File: src/rtl/fifo_ctrl.sv
// Pointer/flag controller that turns a 2**ADDR_WIDTH-entry register file into a circular FIFO.
// Data stays in the register file; this block only steers write enable and addresses.
module fifo_ctrl #(
    parameter int unsigned ADDR_WIDTH = 3,
    parameter int unsigned AF_LEVEL   = 6,
    parameter int unsigned AE_LEVEL   = 2
) (
    input  logic                  clk,
    input  logic                  rst,
    input  logic                  wr,
    input  logic                  rd,
    input  logic                  clr_err,
    output logic                  w_en,
    output logic [ADDR_WIDTH-1:0] write_address,
    output logic [ADDR_WIDTH-1:0] read_address,
    output logic                  full,
    output logic                  empty,
    output logic                  almost_full,
    output logic                  almost_empty,
    output logic [ADDR_WIDTH:0]   count,
    output logic                  overflow,
    output logic                  underflow
);

    localparam int unsigned DEPTH = 2 ** ADDR_WIDTH;
    localparam int unsigned CW    = ADDR_WIDTH + 1;
    localparam logic [CW-1:0] DEPTH_C = CW'(DEPTH);
    localparam logic [CW-1:0] AF_C    = CW'(AF_LEVEL);
    localparam logic [CW-1:0] AE_C    = CW'(AE_LEVEL);

    logic [ADDR_WIDTH-1:0] r_wptr;
    logic [ADDR_WIDTH-1:0] r_rptr;
    logic [CW-1:0]         r_count;
    logic                  r_full;
    logic                  r_empty;
    logic                  r_af;
    logic                  r_ae;
    logic                  r_ovf;
    logic                  r_unf;

    logic [CW-1:0]         w_count_nxt;
    logic                  w_push_ok;
    logic                  w_pop_ok;
    logic                  w_ovf_nxt;
    logic                  w_unf_nxt;

    // A push into a full FIFO is allowed only when a pop frees the head slot in the same cycle.
    always_comb begin
        w_push_ok   = wr & (~r_full | rd);
        w_pop_ok    = rd & ~r_empty;
        w_count_nxt = r_count;
        case ({w_push_ok, w_pop_ok})
            2'b10:   w_count_nxt = r_count + CW'(1);
            2'b01:   w_count_nxt = r_count - CW'(1);
            default: w_count_nxt = r_count;
        endcase
        // A fresh error in the clearing cycle keeps the flag set.
        w_ovf_nxt = (r_ovf & ~clr_err) | (wr & r_full & ~rd);
        w_unf_nxt = (r_unf & ~clr_err) | (rd & r_empty);
    end

    always_ff @(posedge clk or posedge rst) begin
        if (rst) begin
            r_wptr  <= '0;
            r_rptr  <= '0;
            r_count <= '0;
            r_full  <= 1'b0;
            r_empty <= 1'b1;
            r_af    <= 1'b0;
            r_ae    <= 1'b1;
            r_ovf   <= 1'b0;
            r_unf   <= 1'b0;
        end else begin
            r_wptr  <= r_wptr + ADDR_WIDTH'(w_push_ok);
            r_rptr  <= r_rptr + ADDR_WIDTH'(w_pop_ok);
            r_count <= w_count_nxt;
            r_full  <= (w_count_nxt == DEPTH_C);
            r_empty <= (w_count_nxt == '0);
            r_af    <= (w_count_nxt >= AF_C);
            r_ae    <= (w_count_nxt <= AE_C);
            r_ovf   <= w_ovf_nxt;
            r_unf   <= w_unf_nxt;
        end
    end

    assign w_en          = w_push_ok & ~rst;
    assign write_address = r_wptr;
    assign read_address  = r_rptr;
    assign full          = r_full;
    assign empty         = r_empty;
    assign almost_full   = r_af;
    assign almost_empty  = r_ae;
    assign count         = r_count;
    assign overflow      = r_ovf;
    assign underflow     = r_unf;

endmodule

File: config.mk
export PLATFORM = sky130hd
export DESIGN_NAME = fifo_ctrl
export DESIGN_NICKNAME = d
export VERILOG_FILES = /design/src/rtl/fifo_ctrl.sv
export SDC_FILE = /design/constraint.sdc
export NUM_CORES = 1
export LEC_CHECK = 0
export CAP_MARGIN = 20
export CORE_MARGIN = 4
export CORE_UTILIZATION = 44
export DETAILED_ROUTE_END_ITERATION = 16
export MAX_ROUTING_LAYER = met4
export PLACE_DENSITY = 0.75
export SLEW_MARGIN = 25
export SYNTH_ARGS = -nofsm -noshare
export SYNTH_HDL_FRONTEND = slang
export SYNTH_SLANG_ARGS = --single-unit
export TNS_END_PERCENT = 20
File: constraint.sdc
create_clock -name clk -period 2.6 [get_ports clk]
set_clock_uncertainty 0.1 [all_clocks]
set_input_delay 0.52 -clock clk [delete_from_list [all_inputs] [get_ports clk]]
set_output_delay 0.52 -clock clk [all_outputs]
set_load 0.01 [all_outputs]
==> run metrics <==
status finished clean; GRT busiest layer met2; GRT Util Overall 14.0%; setup_tns 0 ns; Setup crit start kind primary input; asr flop ratio synth 100%; Worst-Margin Slew ~0.61 ns; pin count of the biggest net entering global routing 17; via count 530; CP Class primary input to register; crit-path max FO 4; HPWL Detailed 1130 microns; hold depth 1; n_diodes 0; layout cell share with drive strength beyond 1 28.9%; switching power roughly 490 uW; CTS Root Cell clkbuf_4; maxcap violations 0; LEAKAGE 0.000475 uW; worst reg2reg path depth 6; Sequential Power Share between 30% and 40%; GPL Wtd Cong 0.693; IO Port Bufs 21; top post-synthesis cells by count dfrtp_1, xor2_1, ha_1, inv_1, o21ai_0; first-pass GRT wire length 2590 microns; Die Wd 49.1 microns; clock buffer depth 2; vias per std cell 5.00; fin cells 106; Reg-to-Reg Start empty; number of clock sinks 16; Tmin final 2.52 ns; drt wl/cell 13.6 microns; Synth cell types 24; total CTS buffers 3; # IOs 22; Seq/Total Area, Yosys 54.3%; Reg2Reg Setup Slack 0.27 ns; final worst-path cycle share a little over nine tenths; Synth Instances 57; Comb pwr share 52.6%; Nets 101; setup-violating endpoint count in the final report 0; starting DRC count in detailed routing 0; syn nets 67; routed wire length 1440 microns; Top FF cell, synth dfrtp_1; Final ANT Viol Nets 0; Post-Syn Area 742 sq um; GR met1 Demand/Resource 17.0%; FMAX between 300 and 400 MHz; drt first pass iters 1; Max VDD drop approximately 0.73 mV; Placed Cells around 100; initial antenna violation count 0; grt ovf 0; met3 usage under 10%; Slew headroom 59.4%; Area Growth Syn to Fin 48.9%; clock latency on the worst-skew pair 0.28 ns; Starting Density 48.1%; Mapped Avg Cell Area 13.0 sq um; Synth Register Bits 16; core area 1540 sq um; switching share of power 36.5%; Syn. warnings 0; Critical Path RT roughly 2.7 ns; Max H-tree Level 1; Slew Limit Fails 0; number of global-route vias before repair 552; DRC errors left 0; CTS Hold Bufs 0; Yosys top cell area share 47.2%; die area 2410 sq um; Die Y-Extent 49.1 microns; CTS tree yes; Pwr per Cell Area ~1200 nW/um^2; Clock transition at path regs 0.09 ns; Post-synth EDFFs 0; Hold Crit Class register to register; internal power 855 uW; fill cell count about 110; WHS Endpoint read_address[2]; area leader, netlist dfrtp_1; largest cells by area after synthesis dfrtp_1, ha_1, dfstp_2, xor2_1, or4b_1; Setup crit end kind register; met2 usage 21.7%; Worst EP arrival ~2.6 ns; final hold vios 0; Hold Startpoint read_address[2]; Clock power frac 12.1%; top-count cell post-synth dfrtp_1; row count 14; reg2reg end full
## cells in the final DEF (no fill, tap or decap)
master	n
a211oi_2	1
a21o_2	1
a21oi_2	1
a31oi_4	1
and2_1	1
buf_4	8
clkbuf_4	3
clkbuf_8	1
clkdlybuf4s50_1	21
dfrtp_1	14
dfstp_2	2
ha_1	5
inv_1	5
mux2_2	1
mux2i_1	1
nand2_1	2
nand3b_1	1
nor2_1	1
nor2_2	1
nor2b_1	1
nor2b_2	1
nor3b_4	1
nor4_2	1
nor4b_1	1
nor4b_2	1
o21ai_0	2
o21ai_1	1
or4b_1	2
xnor2_1	1
xor2_1	5
xor2_2	2
## flip-flops by register name (all words and copies together), names as in the netlist
| signal | cells |
|---|---|
| almost_full | 1 |
| underflow | 1 |
| empty | 1 |
| count | 4 |
| almost_empty | 1 |
| overflow | 1 |
| write_address | 3 |
| read_address | 3 |
| full | 1 |
## final cells by class
class / instances / area [sq um] / area share, %
multi-input combinational: 36 / 357 / 32.3
clock buffer: 4 / 36.3 / 3.28
tap: 16 / 20.0 / 1.81
timing repair buffer: 29 / 270 / 24.5
inverter: 5 / 18.8 / 1.70
sequential: 16 / 403 / 36.5
## power by group through the flow
| stage | clock (uW) | sequential [uW] | combinational [uW] |
|---|---|---|---|
| 3_5_place_dp | 0 | 478 | 652 |
| 5_1_grt | 184 | 498 | 781 |
| 4_1_cts | 169 | 474 | 654 |
| 2_1_floorplan | 0 | 519 | 263 |
| 6_report | 163 | 476 | 709 |
| 3_3_place_gp | 0 | 473 | 635 |
## worst max-delay path: stages
cell             delay, ns
clkdlybuf4s50_1       0.43
nor2b_2               0.17
ha_1                  0.21
or4b_1                0.57
a31oi_4               0.21
xor2_2                0.24
nor4b_2               0.25
## cells by family (layout without fill, tap and decap cells)
logic type | Yosys count | count (layout) | share of synthesized area [%]
adder cells (fa/ha/maj) | 5 | 5 | 8.43
AND/OR/NAND/NOR | 14 | 14 | 14.8
multiplexers | 2 | 2 | 2.87
buffers and inverters | 5 | 38 | 2.53
flip-flops | 16 | 16 | 54.3
AO/OA/AOI/OAI | 7 | 7 | 6.58
XOR/XNOR | 8 | 8 | 10.5
## worst max path at each step
stage / from / endpoint / slack (ns) / depth (start not counted)
2_1_floorplan: rd / full / 0.30 / 6
3_3_place_gp: rd / almost_empty / -0.18 / 8
3_5_place_dp: wr / full / -0.22 / 7
4_1_cts: wr / w_en / 0.07 / 5
5_1_grt: rd / full / -0.001 / 7
6_report: rd / full / 0.08 / 7
## layer usage
layer / vias to the layer above / wire, microns / part of all wire, %
met5: - / 0 / 0
met2: 14 / 708 / 49
met3: 3 / 91 / 6.3
li1: 261 / - / -
met4: 0 / 11 / 0.76
met1: 252 / 633 / 44
## timing repair
item / in CTS / in global routing
setup endpoints to repair: 0 / 4
gates resized for setup: 0 / 8
setup buffers: 0 / 1
## stage by stage
stage	total power, uW	utilization [%]	hold WS (ns)	cell area [sq um]	setup WS [ns]
final	1350	71.7	0.372	1100	0.0774
after floorplan	783	-	0.332	742	0.302
after CTS	1300	68.8	0.375	1060	0.0691
after detailed placement	1130	66.5	0.360	1020	-0.220
after global routing	1460	71.7	0.382	1100	-0.00149
after global placement	1110	66.5	0.352	1020	-0.180
Note: power is estimated with default switching activity, not from simulation.
